--- config.mk ---
export PLATFORM = sky130hd
export DESIGN_NAME = fruit_spawn_scheduler
export DESIGN_NICKNAME = d
export VERILOG_FILES = /design/src/rtl/fruit_pkg.sv /design/src/rtl/spawn_fifo.sv /design/src/rtl/fruit_spawn_scheduler.sv
export SDC_FILE = /design/constraint.sdc
export NUM_CORES = 1
export LEC_CHECK = 0
export BUFFER_PORTS_ARGS = -buffer_cell sky130_fd_sc_hd__buf_4
export CORE_MARGIN = 1
export CORE_UTILIZATION = 40
export DETAILED_ROUTE_END_ITERATION = 7
export GPL_TIMING_DRIVEN = 1
export PLACE_DENSITY = 0.6
export RECOVER_POWER = 50
export SLEW_MARGIN = 20
export SYNTH_ARGS = -nofsm -noshare
export SYNTH_HDL_FRONTEND = slang
export SYNTH_SLANG_ARGS = --single-unit
--- constraint.sdc ---
create_clock -name C50 -period 4.3 [get_ports C50]
set_clock_uncertainty 0.2 [all_clocks]
set_input_delay 0.86 -clock C50 [delete_from_list [all_inputs] [get_ports C50]]
set_output_delay 0.86 -clock C50 [all_outputs]
set_load 0.02 [all_outputs]
--- src/rtl/fruit_pkg.sv ---
// fruit_pkg: shared widths, fruit type codes, LFSR mask and the spawn request type
package fruit_pkg;
  localparam int LANE_W = 3;
  localparam int TYPE_W = 2;
  localparam logic [15:0] LFSR_MASK = 16'hB400;
  typedef enum logic [TYPE_W-1:0] {
    TYPE_APPLE = 2'd0,
    TYPE_PEAR  = 2'd1,
    TYPE_GOLD  = 2'd2,
    TYPE_BOMB  = 2'd3
  } fruit_type_e;
  typedef struct packed {
    logic [LANE_W-1:0] lane;
    fruit_type_e       ftype;
  } spawn_req_t;
endpackage

--- src/rtl/spawn_fifo.sv ---
// spawn_fifo: spawn_req_t queue with a registered head, full/empty flags, async active-low reset
// Ports: clk, rst_n; push/wdata write side; rd_ready/rd_valid/rd_data read handshake; full, empty.
// The head register counts toward DEPTH, so total storage is exactly DEPTH entries.
module spawn_fifo
  import fruit_pkg::*;
#(
  parameter int DEPTH = 4
) (
  input  logic       clk,
  input  logic       rst_n,
  input  logic       push,
  input  spawn_req_t wdata,
  input  logic       rd_ready,
  output logic       rd_valid,
  output spawn_req_t rd_data,
  output logic       full,
  output logic       empty
);
  localparam int AW = $clog2(DEPTH);
  spawn_req_t mem [DEPTH];
  logic [AW-1:0] wp, rp;
  logic [AW:0] mcnt, occ;
  logic pop, ld, wr;
  assign pop   = rd_valid && rd_ready;
  // refill the head register whenever it is free or being consumed
  assign ld    = (mcnt != '0) && (!rd_valid || pop);
  assign occ   = mcnt + (AW+1)'(rd_valid);
  assign full  = occ == (AW+1)'(DEPTH);
  assign empty = occ == '0;
  assign wr    = push && (!full || pop);
  always_ff @(posedge clk) begin
    if (wr) mem[wp] <= wdata;
  end
  always_ff @(posedge clk or negedge rst_n) begin
    if (!rst_n) begin
      wp       <= '0;
      rp       <= '0;
      mcnt     <= '0;
      rd_valid <= 1'b0;
      rd_data  <= '0;
    end else begin
      if (wr) wp <= wp + AW'(1);
      if (ld) begin
        rp      <= rp + AW'(1);
        rd_data <= mem[rp];
      end
      rd_valid <= ld ? 1'b1 : (pop ? 1'b0 : rd_valid);
      mcnt     <= mcnt + (AW+1)'(wr) - (AW+1)'(ld);
    end
  end
endmodule

--- src/rtl/fruit_spawn_scheduler.sv ---
// fruit_spawn_scheduler: turns each tick_in toggle into a queued random fruit-spawn request
// Ports: C50 clock, resetn async active-low; tick_in toggling tick, enable game running;
// spawn_valid/spawn_ready/spawn_lane/spawn_type renderer handshake; spawn_count, drop_count, overflow stats.
module fruit_spawn_scheduler
  import fruit_pkg::*;
#(
  parameter int          NUM_LANES  = 5,
  parameter logic [15:0] LFSR_SEED  = 16'hACE1,
  parameter int          FIFO_DEPTH = 4,
  parameter int          CNT_W      = 16
) (
  input  logic             C50,
  input  logic             resetn,
  input  logic             tick_in,
  input  logic             enable,
  input  logic             spawn_ready,
  output logic             spawn_valid,
  output logic [2:0]       spawn_lane,
  output logic [1:0]       spawn_type,
  output logic [CNT_W-1:0] spawn_count,
  output logic [CNT_W-1:0] drop_count,
  output logic             overflow
);
  localparam logic [15:0] SEED = (LFSR_SEED == 16'h0) ? 16'hACE1 : LFSR_SEED;
  localparam logic [2:0]  NL   = 3'(NUM_LANES);
  logic s1, s2, s3, qev, pop, drop, push, full, prev_valid;
  logic [15:0] lfsr, lfsr_n;
  logic [2:0] raw3, raw, lane, prev_lane;
  logic [3:0] inc;
  spawn_req_t req, head;
  assign qev    = (s2 ^ s3) && enable;
  assign lfsr_n = lfsr[0] ? ((lfsr >> 1) ^ LFSR_MASK) : (lfsr >> 1);
  assign raw3   = lfsr_n[2:0];
  // one subtraction folds 0..7 into range for any NUM_LANES in 4..8
  assign raw    = (raw3 >= NL) ? raw3 - NL : raw3;
  assign inc    = {1'b0, raw} + 4'd1;
  assign lane   = (prev_valid && raw == prev_lane) ? ((inc == 4'(NUM_LANES)) ? 3'd0 : inc[2:0]) : raw;
  assign req    = '{lane: lane, ftype: fruit_type_e'(lfsr_n[5:4])};
  assign pop    = spawn_valid && spawn_ready;
  assign drop   = qev && full && !pop;
  assign push   = qev && !drop;
  assign spawn_lane = head.lane;
  assign spawn_type = head.ftype;
  spawn_fifo #(.DEPTH(FIFO_DEPTH)) u_fifo (
    .clk      (C50),
    .rst_n    (resetn),
    .push     (push),
    .wdata    (req),
    .rd_ready (spawn_ready),
    .rd_valid (spawn_valid),
    .rd_data  (head),
    .full     (full),
    .empty    ()
  );
  always_ff @(posedge C50 or negedge resetn) begin
    if (!resetn) begin
      {s1, s2, s3} <= 3'b000;
      lfsr         <= SEED;
      prev_lane    <= '0;
      prev_valid   <= 1'b0;
      spawn_count  <= '0;
      drop_count   <= '0;
      overflow     <= 1'b0;
    end else begin
      {s1, s2, s3} <= {tick_in, s1, s2};
      if (qev) begin
        lfsr       <= lfsr_n;
        prev_lane  <= lane;
        prev_valid <= 1'b1;
      end
      if (push) spawn_count <= spawn_count + CNT_W'(1);
      if (drop && drop_count != '1) drop_count <= drop_count + CNT_W'(1);
      if (drop) overflow <= 1'b1;
    end
  end
endmodule

==> impl_metrics.json <==
{
  "status": "complete, but fails checks",
  "violations": "capacitance limit, slew limit",
  "synth_edf_count": 20,
  "synthToLayoutAreaGrowth_pct": 15.6,
  "place.gp.congestion": 0.789,
  "fmax_mhz": 352,
  "synth_nets": 356,
  "layout_common_cells": "61 x dfrtp_1, 52 x nand2_1, 36 x buf_4, 26 x xnor2_1, 20 x edfxtp_1",
  "final_common_cell": "dfrtp_1",
  "drtAntennaViolNets": 0,
  "hold_path_class": "reg2reg",
  "wl_mm": 6.97,
  "worst_pin_slew_ps": 1720,
  "cts_tree": "built",
  "p_leak_nw": 2.10,
  "die-area_sq_um": 10600,
  "cpPeakStageDelay_ps": 670,
  "ios": 44,
  "dp_slack_ps": 1450,
  "clk_latency_ps": 360,
  "rr_endpoint": "u_fifo.mcnt[1]",
  "track_usage_pct": 14.1,
  "async_reset_ff_share_pct": 77.5,
  "cts_sinks": 89,
  "cts_setup_buffers": 0,
  "placed_cells": 505,
  "whs_endpoint": "s2",
  "cts_root_buffer": "clkbuf_8",
  "clkSlewWorstSetupHoldPaths_ps": 80,
  "cp_num_buf_inv": 3,
  "worst_path_max_delay_cell": "a21oi_1",
  "grt_pass1_vias": 2381,
  "fillers": 933,
  "die_w_microns": 103,
  "min_path_cells": 0,
  "synth-seq-cells": 89,
  "grt_pass1_wl_mm": 11.4,
  "worstPathCellList": "clkbuf_1 > inv_1 > a21oi_1 > ha_1 > inv_1 > ha_1 > fa_1 > xnor2_1 > xnor2_1",
  "synth_top_area_share_pct": 37.3,
  "cts-resized-gates": 0,
  "slew_headroom_pct": -14.8,
  "rr_startpoint": "u_fifo.rd_valid",
  "grt.overflow.total": 0,
  "hold_buffers": 0,
  "crit_type": "in2reg",
  "drive_gt1_share_pct": 22.2,
  "dr.pass1.iters": 6,
  "synth_top_area_cell": "dfrtp_1",
  "crit_required_ps": 4340,
  "synth_ff_type": "dfrtp_1",
  "n_antenna_cell": 0,
  "clockBufferDepth": 2,
  "powerDensity_nw_per_um2": 586,
  "whs_ps": 168,
  "finalHoldViolations": 0,
  "viasPerCell": 4.84,
  "final_nets": 403,
  "row_count": 36,
  "crit_arrival_ps": 2890,
  "drc": 0,
  "reg2reg_setup_slack_ps": 1490,
  "ff2ff_path_depth": 6,
  "cts_made_buffers": 9,
  "coreArea_sq_um": 9820,
  "setup_slack_ps": 1460,
  "dp_hpwl_mm": 4.84,
  "maxSlewViolCount": 70,
  "antenna_found_initial": 0,
  "avgSynthCellArea_sq_um": 12.2,
  "wl_per_cell_microns": 13.4,
  "vdd_drop_max_uv": 274,
  "initial_utilization_pct": 41.6,
  "ys_types": 51,
  "tns_ps": 0,
  "hp-start": "s1",
  "yosys-top-cells-area": "dfrtp_1 37%, edfxtp_1 15%, xnor2_1 5.6%",
  "synth_area_sq_um": 4090,
  "fin_crit_ps": 2840,
  "grt_max_degree": 70,
  "fp.dieH_microns": 103,
  "drt_iter0_drc": 72,
  "rsz0062_at_grt": "false",
  "synth_cells": 336,
  "path_max_fanout": 8,
  "io_buffers": 43,
  "drv_cap": 1,
  "yosys_warnings": 0,
  "fin_crit_sh_pct": 66.2,
  "yosysSeqAreaShare_pct": 57.2,
  "instances_no_fill": 521,
  "path_delay_family": "adder cells",
  "worstSetupStartpointType": "primary input",
  "critPathCaptureType": "flip-flop",
  "total_power_mw": 2.77,
  "cts_htree_levels": 3,
  "vias": 2522,
  "setup_violations": 0
}
[flip-flops by register name, indices dropped and copies added (netlist names)]
signal           count
u_fifo.rp            2
s1                   1
u_fifo.mcnt          3
u_fifo.rd_data       5
s3                   1
prev_valid           1
s2                   1
lfsr                16
drop_count          16
u_fifo.wp            2
prev_lane            3
u_fifo.rd_valid      1
u_fifo.mem          20
overflow             1
spawn_count         16
[per-layer routing]
layer | vias up | global-route usage, % | part of all wire [%] | routed length [microns]
met4 | 0 | 7.15 | 2.2 | 153
li1 | 1249 | - | - | -
met3 | 12 | 2.64 | 2.4 | 164
met1 | 1232 | 19.4 | 49 | 3410
met2 | 29 | 21.4 | 47 | 3250
met5 | - | 0 | 0 | 0
[cells in the mapped netlist, types with 2 or more instances]
master,instances
nand2_1,52
inv_1,16
and2_1,5
nor4_1,3
nand4_1,9
nand3_1,10
a211oi_4,2
nor3_1,2
xnor2_1,26
nand2b_1,5
xor2_1,18
and3_1,7
nor2_1,15
and4_1,5
mux4_2,5
mux2_2,8
clkbuf_1,5
o21ai_1,2
dfrtp_1,61
dfstp_2,8
o21ai_0,9
edfxtp_1,20
buf_1,2
ha_1,14
[cell type report]
| cell class | instances | area, sq um | share of cell area (%) |
|---|---|---|---|
| clock buffers | 10 | 138 | 2.91 |
| clock inverters | 6 | 65.1 | 1.38 |
| inverters | 16 | 60.1 | 1.27 |
| multi-input cells | 223 | 1660 | 35.0 |
| flip-flops and latches | 89 | 2340 | 49.4 |
| well taps | 133 | 166 | 3.52 |
| repair buffers | 44 | 305 | 6.46 |
[logic make-up (layout without fill, tap and decap cells)]
logic type	after synthesis	after routing	synth area share, %
adders and majority gates	15	15	4.77
buffers and inverters	24	76	2.23
xor gates and xnor gates	45	45	9.82
AOI/OAI and AO/OA	27	27	5.63
muxes	13	13	4.96
and+or+nand+nor	123	123	15.4
DFF	89	89	57.2
[stage by stage]
stage               utilization (%)  cell area [sq um]
floorplan                         -               4090
global placement               46.4               4550
detailed placement             46.4               4550
CTS                            48.4               4760
global route                   48.2               4730
finish                         48.2               4730
[where the power goes]
part / total [mW] / switching [mW] / internal, mW
sequential: 1.30 / 0.188 / 1.11
combinational: 0.888 / 0.473 / 0.415
clock: 0.581 / 0.295 / 0.287
total: 2.77 / 0.956 / 1.82
[worst max-delay path by stage]
stage / slack [ps] / startpoint / endpoint / depth (start not counted)
6_report: 1460 / spawn_ready / u_fifo.mcnt[2] / 9
5_1_grt: 1290 / spawn_ready / u_fifo.mcnt[2] / 9
4_1_cts: 1480 / u_fifo.rd_valid / u_fifo.mcnt[2] / 8
3_5_place_dp: 1450 / spawn_ready / u_fifo.mcnt[2] / 9
3_3_place_gp: 1520 / spawn_ready / u_fifo.mcnt[2] / 9
2_1_floorplan: 1480 / u_fifo.rd_valid / u_fifo.mcnt[2] / 9
No activity file was read; power rests on OpenSTA's default activity.
